==> src/rtl/rpsc_pkg.sv <==
// Shared types and width helpers for the RPSC interlock sequencer.
package rpsc_pkg;

    typedef enum logic [1:0] {
        IDLE = 2'd0,
        RUN  = 2'd1,
        TRIP = 2'd2,
        COOL = 2'd3
    } seq_state_t;

    // Bits needed to hold a counter that reaches n (inclusive).
    function automatic int cnt_w(input int n);
        return (n < 1) ? 1 : $clog2(n + 1);
    endfunction

endpackage

==> src/rtl/rpsc_interlock_seq_if.sv <==
// Operator / fault / lamp bundle of the RPSC interlock sequencer.
// master = card controller or bench side, slave = the sequencer.
interface rpsc_interlock_seq_if #(
    parameter int N_FAULT = 7
);
    logic               LA_Test;
    logic               ack;
    logic               hv_req;
    logic [N_FAULT-1:0] fault_in;
    logic [N_FAULT-1:0] fault_mask;
    logic               hv_enable;
    logic               fan_on;
    logic               trip;
    logic [N_FAULT-1:0] lamp;
    logic [N_FAULT-1:0] first_fault;
    logic [1:0]         state_o;

    modport master (
        output LA_Test, ack, hv_req, fault_in, fault_mask,
        input  hv_enable, fan_on, trip, lamp, first_fault, state_o
    );

    modport slave (
        input  LA_Test, ack, hv_req, fault_in, fault_mask,
        output hv_enable, fan_on, trip, lamp, first_fault, state_o
    );
endinterface

==> src/rtl/rpsc_debounce.sv <==
// Single-bit fault debouncer: output rises after DEBOUNCE_CYC consecutive
// high samples and drops on the first low sample.
module rpsc_debounce
    import rpsc_pkg::*;
#(
    parameter int DEBOUNCE_CYC = 4
) (
    input  logic clk,
    input  logic reset,
    input  logic din,
    output logic db
);
    localparam int             CW  = cnt_w(DEBOUNCE_CYC);
    localparam logic [CW-1:0]  MAX = CW'(DEBOUNCE_CYC);

    logic [CW-1:0] cnt;

    // Count consecutive high samples, saturating at MAX; any low sample restarts.
    always_ff @(posedge clk or posedge reset) begin
        if (reset) begin
            cnt <= '0;
            db  <= 1'b0;
        end else if (!din) begin
            cnt <= '0;
            db  <= 1'b0;
        end else begin
            if (cnt != MAX) cnt <= cnt + 1'b1;
            // This edge is sample number cnt+1; accept once it reaches MAX.
            db <= (cnt >= MAX - 1'b1);
        end
    end
endmodule

==> src/rtl/rpsc_interlock_seq.sv <==
// RPSC central fault-interlock sequencer: debounce, latch, first-out capture,
// HV/fan sequencing FSM and lamp drive.
// Optional feature: define RPSC_FIRST_OUT_EN to build the first-out register;
// otherwise first_fault is tied to 0.
module rpsc_interlock_seq
    import rpsc_pkg::*;
#(
    parameter int N_FAULT       = 7,
    parameter int DEBOUNCE_CYC  = 4,
    parameter int FAN_DELAY_CYC = 1000
) (
    input  logic                 clk,
    input  logic                 reset,
    rpsc_interlock_seq_if.slave  bus
);
    localparam int            FW     = cnt_w(FAN_DELAY_CYC);
    localparam logic [FW-1:0] FAN_LD = FW'(FAN_DELAY_CYC);

    logic [N_FAULT-1:0] db;
    logic [N_FAULT-1:0] set_v;
    logic [N_FAULT-1:0] clr_v;
    logic [N_FAULT-1:0] latched;
    logic [N_FAULT-1:0] latched_nxt;
    logic               new_fault;
    logic               any_latched;
    logic [FW-1:0]      fan_cnt;
    seq_state_t         state, state_nxt;

    genvar gi;
    generate
        for (gi = 0; gi < N_FAULT; gi++) begin : g_db
            rpsc_debounce #(.DEBOUNCE_CYC(DEBOUNCE_CYC)) u_db (
                .clk   (clk),
                .reset (reset),
                .din   (bus.fault_in[gi]),
                .db    (db[gi])
            );
        end
    endgenerate

    // A set requires db=1, so its ack-clear term is already 0: set dominates ack.
    assign set_v       = db & ~bus.fault_mask;
    assign clr_v       = bus.ack ? ~db : '0;
    assign latched_nxt = (latched & ~clr_v) | set_v;
    assign new_fault   = |set_v;
    assign any_latched = |latched;

    // Fault latch register.
    always_ff @(posedge clk or posedge reset) begin
        if (reset) latched <= '0;
        else       latched <= latched_nxt;
    end

`ifdef RPSC_FIRST_OUT_EN
    logic [N_FAULT-1:0] first_q;

    // Capture the lowest-index set when starting from a clean latch; drop when it empties.
    always_ff @(posedge clk or posedge reset) begin
        if (reset)                first_q <= '0;
        else if (~|latched_nxt)   first_q <= '0;
        else if (!any_latched)    first_q <= set_v & (~set_v + 1'b1);
    end

    assign bus.first_fault = first_q;
`else
    assign bus.first_fault = '0;
`endif

    // FSM state register.
    always_ff @(posedge clk or posedge reset) begin
        if (reset) state <= IDLE;
        else       state <= state_nxt;
    end

    // FSM next-state logic.
    always_comb begin
        state_nxt = state;
        unique case (state)
            IDLE: if (bus.hv_req && !any_latched && !new_fault) state_nxt = RUN;
            RUN:  if (new_fault)                                 state_nxt = TRIP;
                  else if (!bus.hv_req)                          state_nxt = COOL;
            TRIP: if (!any_latched && !new_fault)                state_nxt = COOL;
            COOL: if (new_fault)                                 state_nxt = TRIP;
                  else if (fan_cnt == '0)                        state_nxt = IDLE;
            default:                                             state_nxt = IDLE;
        endcase
    end

    // Fan run-on: load on leaving RUN, count down to 0 in TRIP/COOL, never reload.
    always_ff @(posedge clk or posedge reset) begin
        if (reset)
            fan_cnt <= '0;
        else if (state == RUN && state_nxt != RUN)
            fan_cnt <= FAN_LD;
        else if ((state == TRIP || state == COOL) && fan_cnt != '0)
            fan_cnt <= fan_cnt - 1'b1;
    end

    // Outputs decoded straight from registered state.
    always_comb begin
        bus.hv_enable = (state == RUN);
        bus.fan_on    = (state == RUN) || (fan_cnt != '0);
        bus.trip      = (state == TRIP);
        bus.state_o   = state;
        bus.lamp      = latched | {N_FAULT{bus.LA_Test}};
    end
endmodule

==> src/flat_wrapper.sv <==
// flat-port wrapper written by rule: the top's interface ports become plain ports
module rpsc_interlock_seq_flat import rpsc_pkg::*;
#(
    parameter int N_FAULT       = 7,
    parameter int DEBOUNCE_CYC  = 4,
    parameter int FAN_DELAY_CYC = 1000
)
  (clk, reset, bus_LA_Test, bus_ack, bus_hv_req, bus_fault_in, bus_fault_mask, bus_hv_enable, bus_fan_on, bus_trip, bus_lamp, bus_first_fault, bus_state_o);
  rpsc_interlock_seq_if #(.N_FAULT(N_FAULT)) bus_i ();
  input  logic clk;
  input  logic reset;
  input wire logic [$bits(bus_i.LA_Test)-1:0] bus_LA_Test;
  input wire logic [$bits(bus_i.ack)-1:0] bus_ack;
  input wire logic [$bits(bus_i.hv_req)-1:0] bus_hv_req;
  input wire logic [$bits(bus_i.fault_in)-1:0] bus_fault_in;
  input wire logic [$bits(bus_i.fault_mask)-1:0] bus_fault_mask;
  output wire logic [$bits(bus_i.hv_enable)-1:0] bus_hv_enable;
  output wire logic [$bits(bus_i.fan_on)-1:0] bus_fan_on;
  output wire logic [$bits(bus_i.trip)-1:0] bus_trip;
  output wire logic [$bits(bus_i.lamp)-1:0] bus_lamp;
  output wire logic [$bits(bus_i.first_fault)-1:0] bus_first_fault;
  output wire logic [$bits(bus_i.state_o)-1:0] bus_state_o;
  assign bus_i.LA_Test = bus_LA_Test;
  assign bus_i.ack = bus_ack;
  assign bus_i.hv_req = bus_hv_req;
  assign bus_i.fault_in = bus_fault_in;
  assign bus_i.fault_mask = bus_fault_mask;
  assign bus_hv_enable = bus_i.hv_enable;
  assign bus_fan_on = bus_i.fan_on;
  assign bus_trip = bus_i.trip;
  assign bus_lamp = bus_i.lamp;
  assign bus_first_fault = bus_i.first_fault;
  assign bus_state_o = bus_i.state_o;
  rpsc_interlock_seq #(.N_FAULT(N_FAULT), .DEBOUNCE_CYC(DEBOUNCE_CYC), .FAN_DELAY_CYC(FAN_DELAY_CYC)) u_core (.clk(clk), .reset(reset), .bus(bus_i));
endmodule
==> config.mk <==
export PLATFORM = sky130hd
export DESIGN_NAME = rpsc_interlock_seq_flat
export DESIGN_NICKNAME = d
export VERILOG_FILES = /design/src/rtl/rpsc_pkg.sv /design/src/rtl/rpsc_interlock_seq_if.sv /design/src/rtl/rpsc_debounce.sv /design/src/rtl/rpsc_interlock_seq.sv /design/src/flat_wrapper.sv
export SDC_FILE = /design/constraint.sdc
export NUM_CORES = 1
export LEC_CHECK = 0
export ABC_AREA = 1
export ABC_CLOCK_PERIOD_IN_PS = 1750
export CORE_MARGIN = 2
export CORE_UTILIZATION = 55
export CTS_BUF_LIST = sky130_fd_sc_hd__clkbuf_8
export DETAILED_ROUTE_END_ITERATION = 6
export PLACE_DENSITY = 0.79
export SLEW_MARGIN = 40
export SYNTH_ARGS = -nofsm -noshare
export SYNTH_HDL_FRONTEND = slang
export SYNTH_SLANG_ARGS = --single-unit
==> constraint.sdc <==
create_clock -name clk -period 1.75 [get_ports clk]
set_input_delay 0.35 -clock clk [delete_from_list [all_inputs] [get_ports clk]]
set_output_delay 0.35 -clock clk [all_outputs]
set_load 0.1 [all_outputs]
# Yosys cells after proc, flatten, opt, wreduce, memory -nomap -nowiden
# Cells that the tools add are included.
# Widths: inputs -> output; s select.
# word_totals
register_bits,47
input_bits,19
output_inout_bits,19
wordCells,103
# classes
add_sub_neg,8
order_cmp,7
n_eq_ne,18
muxes,31
bitwise,7
n_reduce_logical,15
# ops
op,n
$mux 3,14
$add 3x1->3 const B,7
$ge 3x2->1 const B,7
$ne 3x3->1 const B,7
$not 7->7,3
$mux 10,2
$ne 2x1->1 const B,8
$and 7x7->7,2
$or 7x7->7,2
$reduce_or 7->1,2
$mux 2,6
$logic_not 10->1,1
$reduce_bool 10->1,1
$sub 10x1->10 const B,1
$pmux 2 s4,1
$mux 1,7
$mux 7,1
$logic_and 1x1->1,5
$eq 2x2->1 const B,2
$eq 2x1->1 const B,1
$logic_not 1->1,2
$logic_not 2->1,1
$logic_or 1x1->1,2
$reduce_bool 2->1,1

# Logic depth before layout (Yosys ltp)
# logic_depth
word_depth,10
mapped_depth,10
mapped_depth_nobuf,10

# By module
# Synthesis repeated with hierarchy kept, for this count alone.
# unflattened
cells_unflattened,330
hier_area_um2,2787.7
# by_module_without_submodules
mod,instances,cells_per_inst,area_per_inst_um2,seq_area_each_um2
rpsc_debounce,7,23,214.0,100.1
rpsc_interlock_seq,1,169,1290.0,475.5

# Worst setup path before layout
# OpenSTA, ideal clock, no wires.
# synth_timing
kind,register to output
startpoint,"register u_core.state[0], in the netlist u_core.bus.state_o[0]"
endpoint,output port bus_fan_on
arrival_time_ps,3265
required_ps,1400
setup_slack_ps,-1865
stages_incl_launch_ff,3
path_buffers,0
path_cell_list,dfrtp_1 > inv_1 > o21ai_0
# synth_between
elab_chain_cells,2
# synth_rtl
item,line,source
start: declaration,rpsc_interlock_seq.sv:27,"seq_state_t state, state_nxt;"
start signal: assignment,rpsc_interlock_seq.sv:72,else state <= state_nxt;
$eq 2x1->1,rpsc_interlock_seq.sv:102,bus.fan_on = (state == RUN) || (fan_cnt != '0);
$logic_or 1x1->1,rpsc_interlock_seq.sv:102,
end: declaration,flat_wrapper.sv:18,output wire logic [$bits(bus_i.fan_on)-1:0] bus_fan_on;
# Every way passes these cells.

# Worst setup path in the final report
# layout_timing
startpoint,register u_core.fan_cnt[1]
endpoint,output port bus_fan_on
# layout_between
elab_chain_cells,2
# layout_rtl
item,line,source
start: declaration,rpsc_interlock_seq.sv:26,logic [FW-1:0] fan_cnt;
start signal: assignment,rpsc_interlock_seq.sv:96,fan_cnt <= fan_cnt - 1'b1;
$reduce_bool 10->1,rpsc_interlock_seq.sv:102,
$logic_or 1x1->1,rpsc_interlock_seq.sv:102,
# Every way passes these cells.

==> reports/qor.yml <==
run_status:
  status: "complete, no violations"
critical_path:
  critPathTopFamily: "flip-flops"
  rr_endpoint: "u_core.fan_cnt[1]"
  crit_slowest_cell: "dfrtp_1"
  worst_ep_arrival_time_ns: 1.39
  r2r_slack_ns: 0.29
  worst-r2r-cell-count: 11
  worst-path-max-fanout: 2
  rr_startpoint: "u_core.fan_cnt[1]"
  cp-start-kind: "flop"
  path_cells: "inv_2 > ha_4 > nand3_4 > nor2_4 > o21ai_4 > buf_12"
  crit_required_ns: 1.40
  cp_num_buf_inv: 2
  crit_type: "flop to output port"
  cp-end-kind: "output port"
  crit_path_max_incr_delay_ns: 0.40
sta:
  min_period_ns: 1.74
  hold_viol_final: 0
  rsz0062_at_grt: "yes"
  finalCritPeriodShare_pct: 99.5
  holdWs_ns: 0.285
  maxSlewViolCount: 0
  max_freq_mhz: 574
  fin_skew_ns: 0.00361
  final-setup-viol-count: 0
routing:
  wl_per_cell_microns: 11.3
  firstDrtPassIters: 4
  route.detailed.drc: 0
  ant_nets: 0
  viasPerCell: 5.06
  drtIter0Drc: 92
  vias: 2160
  wl_microns: 4840
placement:
  dpl.hpwl_microns: 3660
  post_dp_cell_area_sq_um: 3140
  gp_congestion: 0.800
  portBuffers: 30
grt:
  grt_pass1_wl_microns: 8450
  grt-busiest-layer: "met2"
  globalRouteOverflowTotal: 0
  grt_pass1_vias: 2093
  grt_usage_pct: 20.6
  grt_util_met2_pct: 35.6
  grt_max_degree: 37
  antenna_found_initial: 0
  grt.met3_usage_pct: 4.01
  grtUsageMet1_pct: 24.7
floorplan:
  die_h_microns: 73.0
  dieArea_sq_um: 5320
  pin_count: 38
  die_x_microns: 73.0
  num_rows: 25
  initial_utilization_pct: 56.1
  fp.coreArea_sq_um: 4660
final_layout:
  nFillCells: 354
  multi_input_area_sq_um: 1240
  antenna_cells: 0
  layout.nets: 413
  area_growth_pct: 27.4
  drive_above_1_share_pct: 16.1
  seq_area_sq_um: 1180
  final_design_area_no_fill_sq_um: 3330
logic_synthesis:
  async_flop_share_pct: 100
  synth_cells: 329
  netlist_area_sq_um: 2620
  synth_edf_count: 0
  synth_top_family_by_area: "simple AND/OR/NAND/NOR gates"
  yosysMostFrequentCell: "nand2_1"
  synth_warnings: 0
  yosysUniqueCellTypes: 20
  synthTopCellsByArea: "dfrtp_1 (45%), ha_1 (11%), nand2_1 (9.0%), inv_1 (8.9%), nand3_1 (8.2%)"
  synth-seq-cells: 47
  synth_seq_area_share_pct: 45.0
  yosysTopAreaCellShare_pct: 45.0
  synthMuxAreaShare_pct: 0
  synth-xor-area-share_pct: 0.335
  avgSynthCellArea_sq_um: 7.95
  ys.flop_type: "dfrtp_1"
  synthAdderAreaFrac_pct: 10.5
  synthSimpleGateAreaFrac_pct: 25.3
  ys_top_cells_by_count: "nand2_1 (63), inv_1 (62), dfrtp_1 (47)"
  synth_compound_area_share_pct: 6.89
  synth.largest_area_cell: "dfrtp_1"
clock_tree:
  clock-root-buffer: "clkbuf_8"
  numCtsBuffers: 5
  ctsHoldBuffers: 0
  htree_levels: 2
  clk_pin_slew_ns: 0.09
  clk_latency_ns: 0.31
  clk_path_buf_depth: 2
  cts_sinks: 47
  cts_tree: "built"
power:
  ir_drop_mv: 0.928
  switching_share_pct: 43.8
  power_switching_uw: 2180
  combPwrFrac_pct: 48.5
  seqPwrFrac_pct: 36.8
  p_int_uw: 2790
  cellLeakagePower_uw: 0.00172
  p_per_area_nw_per_um2: 1490
  power_frac_clock_pct: 14.7
min_path:
  hold_class: "input port to asynchronous set/reset pin"
flow_run:
  drv_cap: 0
cell families after synthesis:
group,Yosys count
simple gates,150
buf+inv,72
flops,47
compound gates,36
fa+ha+maj,22
xor+xnor,1
other cells,1
worst max path at each step:
stage                         to  depth (start not counted)  slack (ns)             startpoint
4_1_cts               bus_fan_on                          6       -0.02      u_core.fan_cnt[1]
5_1_grt               bus_fan_on                          5       -0.04      u_core.fan_cnt[6]
3_5_place_dp   u_core.fan_cnt[9]                          8       -0.02      bus_fault_mask[1]
3_3_place_gp         bus_lamp[5]                          3        0.04            bus_LA_Test
6_report              bus_fan_on                          6       0.009      u_core.fan_cnt[1]
2_1_floorplan  u_core.fan_cnt[2]                          6       -0.03  u_core.bus.state_o[1]
registers in the layout, indices dropped and copies added, names as in the netlist:
| register | cells |
|---|---|
| u_core.g_db.u_db.cnt | 21 |
| u_core.fan_cnt | 10 |
| u_core.g_db.u_db.db | 7 |
| u_core.latched | 7 |
| u_core.bus.state_o | 2 |
layout make-up:
cell class | instances | area share [%]
clock buffer | 7 | 2.89
sequential | 47 | 35.5
inverter | 62 | 6.98
timing repair buffer | 40 | 15.2
clock inverter | 1 | 0.225
multi-input combinational | 216 | 37.1
tap | 54 | 2.03
what timing repair did:
item	4_1_cts	5_1_grt
setup endpoints to repair	1	1
pin swaps	3	2
buffers inserted	3	4
gates resized for setup	9	2
routing by layer:
layer / share of wire, % / vias to the layer above / wire length, microns
li1: - / 1112 / -
met1: 43 / 1003 / 2100
met2: 51 / 38 / 2490
met3: 3.2 / 7 / 154
met4: 1.9 / 0 / 93
met5: 0 / - / 0
metrics by stage:
stage | TNS [ns] | setup WS, ns | cells | util, % | total power (uW)
after global routing | -0.0399 | -0.0399 | 427 | 71.5 | 5360
after detailed placement | -0.0742 | -0.0206 | 412 | 67.3 | 4100
after global placement | 0 | 0.0430 | 412 | 67.3 | 3980
final | 0 | 0.00865 | 427 | 71.5 | 4970
after floorplan | -0.0792 | -0.0301 | 335 | - | 3430
after CTS | -0.0205 | -0.0205 | 423 | 70.8 | 4940
layout by cell type, fill, tap and decap left out, drive strengths merged, types with 5 or more instances in the layout:
master	Yosys	routed
buf	10	22
a21oi	12	12
ha	22	22
nand2	65	65
or2	5	5
conb	1	7
clkbuf	0	7
clkdlybuf4s50	0	18
nor2	30	30
inv	62	62
o21ai	24	24
dfrtp	47	47
nand3	44	44
power groups by stage:
| stage | clock network [uW] | logic (uW) | registers (uW) |
|---|---|---|---|
| CTS | 739 | 2380 | 1820 |
| detailed placement | 0 | 2270 | 1830 |
| global route | 777 | 2700 | 1880 |
| global placement | 0 | 2170 | 1810 |
| floorplan | 0 | 1590 | 1840 |
| finish | 730 | 2410 | 1830 |
Power figures use the tool's default switching activity.
